File: src/rtl/pipe_phy_rsp.sv
`default_nettype none
// ============================================================================
// pipe_phy_rsp : single-lane PIPE PHY responder (handshakes + data path)
// Rev 1.0
// ============================================================================
module pipe_phy_rsp #(
    parameter int DW       = 8,
    parameter int RST_LAT  = 16,
    parameter int DET_LAT  = 8,
    parameter int PD_LAT   = 4,
    parameter int RATE_LAT = 12
) (
    input  logic            clk,
    input  logic            rst_n,
    input  logic [DW-1:0]   i_txdata,
    input  logic [DW/8-1:0] i_txdatak,
    input  logic            i_txelecidle,
    input  logic            i_txdetectrx,
    input  logic [1:0]      i_powerdown,
    input  logic            i_rate,
    output logic [DW-1:0]   o_rxdata,
    output logic [DW/8-1:0] o_rxdatak,
    output logic            o_rxvalid,
    output logic            o_rxelecidle,
    output logic [2:0]      o_rxstatus,
    output logic            o_phystatus,
    input  logic            i_partner_present,
    input  logic [DW-1:0]   i_lnk_rx_data,
    input  logic [DW/8-1:0] i_lnk_rx_datak,
    input  logic            i_lnk_rx_idle,
    output logic [DW-1:0]   o_lnk_tx_data,
    output logic [DW/8-1:0] o_lnk_tx_datak,
    output logic            o_lnk_tx_idle
);

    localparam int KW        = DW / 8;
    localparam int c_MAX_A   = (RST_LAT > DET_LAT) ? RST_LAT : DET_LAT;
    localparam int c_MAX_B   = (PD_LAT > RATE_LAT) ? PD_LAT : RATE_LAT;
    localparam int c_MAX_LAT = (c_MAX_A > c_MAX_B) ? c_MAX_A : c_MAX_B;
    localparam int CW        = (c_MAX_LAT > 1) ? $clog2(c_MAX_LAT) : 1;

    // The counter runs LAT-1 down to 0, so a latency of exactly 2**CW still fits.
    localparam logic [CW-1:0] c_RST_LD  = CW'(RST_LAT - 1);
    localparam logic [CW-1:0] c_DET_LD  = CW'(DET_LAT - 1);
    localparam logic [CW-1:0] c_PD_LD   = CW'(PD_LAT - 1);
    localparam logic [CW-1:0] c_RATE_LD = CW'(RATE_LAT - 1);

    localparam logic [1:0] c_P0      = 2'b00;
    localparam logic [1:0] c_P1      = 2'b10;
    localparam logic [2:0] c_RXS_DET = 3'b011;

    typedef enum logic [2:0] {
        S_RST  = 3'd0,
        S_IDLE = 3'd1,
        S_DET  = 3'd2,
        S_PD   = 3'd3,
        S_RATE = 3'd4,
        S_ACK  = 3'd5
    } state_t;

    state_t          r_state;
    logic [CW-1:0]   r_cnt;
    logic            r_phystatus;
    logic [2:0]      r_rxstatus;
    logic            r_det_pend;
    logic            r_pd_pend;
    logic            r_rate_pend;
    logic            r_is_det;

    logic [1:0]      r_pd_q;
    logic [1:0]      r_pd_d;
    logic            r_rate_q;
    logic            r_rate_d;
    logic            r_det_q;
    logic            r_det_d;

    logic [DW-1:0]   r_rxdata;
    logic [KW-1:0]   r_rxdatak;
    logic            r_rxvalid;
    logic            r_rxelecidle;
    logic [DW-1:0]   r_lnk_tx_data;
    logic [KW-1:0]   r_lnk_tx_datak;
    logic            r_lnk_tx_idle;

    logic            w_pd_chg;
    logic            w_rate_chg;
    logic            w_det_rise;
    logic            w_p0;

    // Request capture is free-running so a release from reset never looks like a change.
    always_ff @(posedge clk) begin
        r_pd_q   <= i_powerdown;
        r_pd_d   <= r_pd_q;
        r_rate_q <= i_rate;
        r_rate_d <= r_rate_q;
        r_det_q  <= i_txdetectrx;
        r_det_d  <= r_det_q;
    end

    assign w_pd_chg   = (r_pd_q != r_pd_d);
    assign w_rate_chg = (r_rate_q != r_rate_d);
    assign w_det_rise = r_det_q && !r_det_d && (r_pd_q == c_P1);
    assign w_p0       = (i_powerdown == c_P0);

    always_ff @(posedge clk) begin
        if (!rst_n) begin
            r_state     <= S_RST;
            r_cnt       <= c_RST_LD;
            r_phystatus <= 1'b1;
            r_rxstatus  <= 3'b000;
            r_det_pend  <= 1'b0;
            r_pd_pend   <= 1'b0;
            r_rate_pend <= 1'b0;
            r_is_det    <= 1'b0;
        end else begin
            r_phystatus <= 1'b0;
            r_rxstatus  <= 3'b000;
            case (r_state)
                S_RST: begin
                    if (r_cnt == '0) begin
                        r_state <= S_IDLE;
                    end else begin
                        r_cnt       <= r_cnt - CW'(1);
                        r_phystatus <= 1'b1;
                    end
                end
                S_IDLE: begin
                    if (r_det_pend) begin
                        r_det_pend <= 1'b0;
                        r_is_det   <= 1'b1;
                        r_cnt      <= c_DET_LD;
                        r_state    <= S_DET;
                    end else if (r_pd_pend) begin
                        r_pd_pend <= 1'b0;
                        r_is_det  <= 1'b0;
                        r_cnt     <= c_PD_LD;
                        r_state   <= S_PD;
                    end else if (r_rate_pend) begin
                        r_rate_pend <= 1'b0;
                        r_is_det    <= 1'b0;
                        r_cnt       <= c_RATE_LD;
                        r_state     <= S_RATE;
                    end
                end
                S_DET, S_PD, S_RATE: begin
                    if (r_cnt == '0) begin
                        r_state     <= S_ACK;
                        r_phystatus <= 1'b1;
                        r_rxstatus  <= (r_is_det && i_partner_present) ? c_RXS_DET : 3'b000;
                    end else begin
                        r_cnt <= r_cnt - CW'(1);
                    end
                end
                S_ACK: begin
                    r_state <= S_IDLE;
                end
                default: begin
                    r_state <= S_RST;
                end
            endcase
            // New requests win over the clear issued on dispatch, so none is lost.
            if (r_state != S_RST) begin
                if (w_det_rise) r_det_pend  <= 1'b1;
                if (w_pd_chg)   r_pd_pend   <= 1'b1;
                if (w_rate_chg) r_rate_pend <= 1'b1;
            end
        end
    end

    always_ff @(posedge clk) begin
        if (!rst_n) begin
            r_rxdata       <= '0;
            r_rxdatak      <= '0;
            r_rxvalid      <= 1'b0;
            r_rxelecidle   <= 1'b1;
            r_lnk_tx_data  <= '0;
            r_lnk_tx_datak <= '0;
            r_lnk_tx_idle  <= 1'b1;
        end else begin
            r_rxdata     <= i_lnk_rx_data;
            r_rxdatak    <= i_lnk_rx_datak;
            r_rxvalid    <= w_p0 && !i_lnk_rx_idle && (r_state != S_RST);
            r_rxelecidle <= i_lnk_rx_idle || !w_p0;
            if (w_p0 && i_txdetectrx) begin
                r_lnk_tx_data  <= r_rxdata;
                r_lnk_tx_datak <= r_rxdatak;
            end else begin
                r_lnk_tx_data  <= i_txdata;
                r_lnk_tx_datak <= i_txdatak;
            end
            r_lnk_tx_idle <= i_txelecidle || !w_p0;
        end
    end

    assign o_rxdata       = r_rxdata;
    assign o_rxdatak      = r_rxdatak;
    assign o_rxvalid      = r_rxvalid;
    assign o_rxelecidle   = r_rxelecidle;
    assign o_rxstatus     = r_rxstatus;
    assign o_phystatus    = r_phystatus;
    assign o_lnk_tx_data  = r_lnk_tx_data;
    assign o_lnk_tx_datak = r_lnk_tx_datak;
    assign o_lnk_tx_idle  = r_lnk_tx_idle;

endmodule
`default_nettype wire
File: config.mk
export PLATFORM = sky130hd
export DESIGN_NAME = pipe_phy_rsp
export DESIGN_NICKNAME = d
export VERILOG_FILES = /design/src/rtl/pipe_phy_rsp.sv
export SDC_FILE = /design/constraint.sdc
export NUM_CORES = 1
export LEC_CHECK = 0
export BUFFER_PORTS_ARGS = -buffer_cell sky130_fd_sc_hd__buf_2
export CORE_ASPECT_RATIO = 1.2
export CORE_MARGIN = 2
export CORE_UTILIZATION = 24
export CTS_CLUSTER_DIAMETER = 150
export DETAILED_ROUTE_END_ITERATION = 10
export SLEW_MARGIN = 30
export SYNTH_ARGS = -nofsm -noshare
export SYNTH_HDL_FRONTEND = slang
export SYNTH_SLANG_ARGS = --single-unit
File: constraint.sdc
create_clock -name clk -period 2.1 [get_ports clk]
set_input_delay 0.21 -clock clk [delete_from_list [all_inputs] [get_ports clk]]
set_output_delay 0.21 -clock clk [all_outputs]
set_load 0.02 [all_outputs]
==> impl_metrics.csv <==
group,metric,value,unit
status,status,"finished clean",
setup_path,cp_data_arrival_time,1.80,ns
routing,wirelength,3380,µm
timing,fin_crit_sh,0.781,
synth,synth-seq-area-share,0.532,
clock_tree,ctsResizeCount,0,
grt,track_usage,0.0977,
routing,route.detailed.drc,0,
timing,slew_headroom,0.682,
clock_tree,clock_sinks,42,
grt,grt_pass1_wl,5460,µm
routing,wl_per_cell,11.4,µm
setup_path,cp_max_fo,10,
routing,via_count,1222,
setup_path,worst_ep_required_time,2.26,ns
timing,setup_viol,0,
placement,place_area,1880,µm²
timing,finalSetupTns,0,ns
final_layout,fill_cells,688,
die,coreArea,6410,µm²
final_layout,nets,239,
synth,synth_area,1580,µm²
die,start_util,0.247,
routing,postRouteAntennaNets,0,
synth,synth.avg_cell_area,9.58,µm²
timing,holdWs,0.0190,ns
clock_tree,clock_latency,0.29,ns
placement,io_buffers,50,
placement,gp_congestion,0.814,
timing,worst_slew_pin_slew,0.464,ns
synth,yosys-top-cells-area,"dfxtp_1, nand2_1, a21boi_0",
timing,max_freq,0.610,GHz
timing,fin_ws,0.460,ns
placement,dp_cells,289,
routing,drt-initial-drc-count,36,
final_layout,antennaDiodeCount,0,
clock_tree,cts_setup_buffers,0,
clock_tree,cts_buffer_depth,2,
synth,synth.distinct_cells,41,
timing,grt_setup_unrepaired,"false",
final_layout,fin_area,1960,µm²
grt,antenna_found_initial,0,
min_path,hp-class,"in -> reg",
die,fp.dieW,78.1,µm
timing,maxSlewViolCount,0,
setup_path,worst_setup_path_start_kind,"register",
clock_tree,cts_max_level,2,
grt,grt_overflow_total,0,
clock_tree,cts_root_buf,"clkbuf_8",
clock_tree,cts-hold-fix-buffers,0,
die,die_y,92.9,µm
power_and_ir_drop,power_density,752,nW/µm²
synth,yosys.area.top_type_share,0.532,
die,rows,32,
final_layout,fin_cells,297,
final_layout,drive_above_1_share,0.292,
placement,dp_slack,0.474,ns
synth,synth.net_count,193,
synth,yosys_warnings,0,
final_layout,regArea,841,µm²
die,ioPinCount,52,
timing,period_minus_slack,1.64,ns
die,fp.dieArea,7250,µm²
grt,grt_pass1_vias,1127,
timing,finalHoldViolCount,0,
timing,finClkSkew,0.00288,ns
clock_tree,numCtsBuffers,5,
run,maxCapViolCount,0,
power_and_ir_drop,leakage,0.877,nW
synth,synthCells,165,
clock_tree,cts_tree,"built",
clock_tree,clkTransAtPathRegs,0.07,ns
routing,viasPerCell,4.11,
synth,synth.largest_area_cell,"dfxtp_1",
final_layout,multi_input_area,659,µm²
routing,drt-pass1-iter-count,4,
setup_path,end_kind,"register",
synth,ys_seq_elements,42,
final_layout,areaGrowthSynthToFinish,24.1,%
placement,post-dp-hpwl,2400,µm
setup_path,path_class,"reg -> reg",
power_and_ir_drop,ir_drop,0.230,mV
grt,grt_max_degree,34,
## cells in the mapped netlist
cell,count
nor4bb_1,1
nand3_1,2
and2_1,12
conb_1,1
o22ai_4,1
dfxtp_1,42
buf_1,1
a21boi_2,1
o21ai_0,7
and3_1,2
nor4b_1,1
nor2_1,7
inv_1,5
nor3b_4,1
nor2b_1,1
nand2_1,25
o21a_1,1
nand3b_1,2
o21ai_1,3
or3_1,1
a21boi_0,12
buf_6,1
o311ai_0,1
xor2_1,1
nor3_1,4
a2bb2oi_1,1
o22ai_1,1
buf_2,1
a21oi_1,4
and3_2,1
or3b_1,1
buf_4,3
mux2_2,1
clkbuf_1,5
xnor2_1,3
mux2i_1,2
ha_1,1
o41ai_1,1
nand2b_1,2
nand4_1,1
o31ai_1,1
## metrics by stage
step	utilization	total power, mW
after floorplan	-	0.938
after global placement	0.293	0.993
after detailed placement	0.293	0.994
after CTS	0.306	1.50
after global routing	0.306	1.55
final	0.306	1.48
## path summary, 6_finish.rpt
| check | to | slack, ns | from | depth (start not counted) |
|---|---|---|---|---|
| max | r_cnt[1]$_SDFFE_PN1P_ | 0.46 | r_state[0]$_SDFFE_PN0P_ | 4 |
| min | r_rate_q$_DFF_P_ | 0.02 | i_rate | 1 |
| max reg2reg | r_cnt[1]$_SDFFE_PN1P_ | 0.46 | r_state[0]$_SDFFE_PN0P_ | 4 |
| min reg2reg | r_det_d$_DFF_P_ | 0.35 | r_det_q$_DFF_P_ | 0 |
## worst max-delay path, cell delays in order (launching register included)
cell     delay, ns
dfxtp_1       0.47
or3b_1        0.52
o22ai_4       0.25
and3_2        0.21
o21ai_1       0.05
## routing by layer
layer	GRT usage	vias to the layer above	part of all wire	wire (µm)
met5	0	-	0	0
met4	0.0570	0	0.030	100
met3	0.0253	9	0.035	119
met2	0.149	24	0.48	1610
met1	0.123	552	0.46	1550
li1	-	637	-	-
## cells in the final DEF, fill, tap and decap left out, types with 2 or more instances in the layout
| master | count |
|---|---|
| clkbuf_8 | 5 |
| dfxtp_1 | 42 |
| mux2i_1 | 2 |
| and3_1 | 2 |
| nor2_1 | 7 |
| nand3b_1 | 2 |
| inv_1 | 5 |
| a21oi_1 | 4 |
| nand3_1 | 2 |
| nand2_1 | 25 |
| o21ai_1 | 3 |
| xnor2_1 | 3 |
| buf_2 | 50 |
| and2_1 | 12 |
| nor3_1 | 4 |
| nand2b_1 | 2 |
| a21boi_0 | 12 |
| o21ai_0 | 7 |
## cell type report
class,instances,area share
tap,85,0.0542
sequential,42,0.429
multi-input combinational,107,0.336
timing repair buffer,50,0.128
inverter,5,0.00957
clock buffer,6,0.0370
clock inverter,2,0.00702
## flip-flops by register name (all words and copies together), names as in the netlist, 2 cells and up
signal / count
o_lnk_tx_data: 8
o_rxdata: 8
r_cnt: 4
r_pd_d: 2
r_pd_q: 2
r_state: 3
## cells by family (layout without fill, tap and decap cells)
family | count (synthesis) | count (layout) | share of synthesized area
adder cells (fa/ha/maj) | 1 | 1 | 0.00792
multiplexers | 3 | 3 | 0.0198
XOR/XNOR | 4 | 4 | 0.0222
buffers and inverters | 16 | 63 | 0.0507
AND/OR/NAND/NOR | 64 | 64 | 0.214
other | 1 | 1 | 0.00237
AO/OA/AOI/OAI | 34 | 34 | 0.151
flip-flops | 42 | 42 | 0.532
## power breakdown
group / switching [mW] / total, mW / internal [mW]
sequential: 0.0152 / 0.845 / 0.830
combinational: 0.0717 / 0.128 / 0.0567
clock: 0.268 / 0.502 / 0.234
total: 0.355 / 1.48 / 1.12
Power figures use the tool's default switching activity.
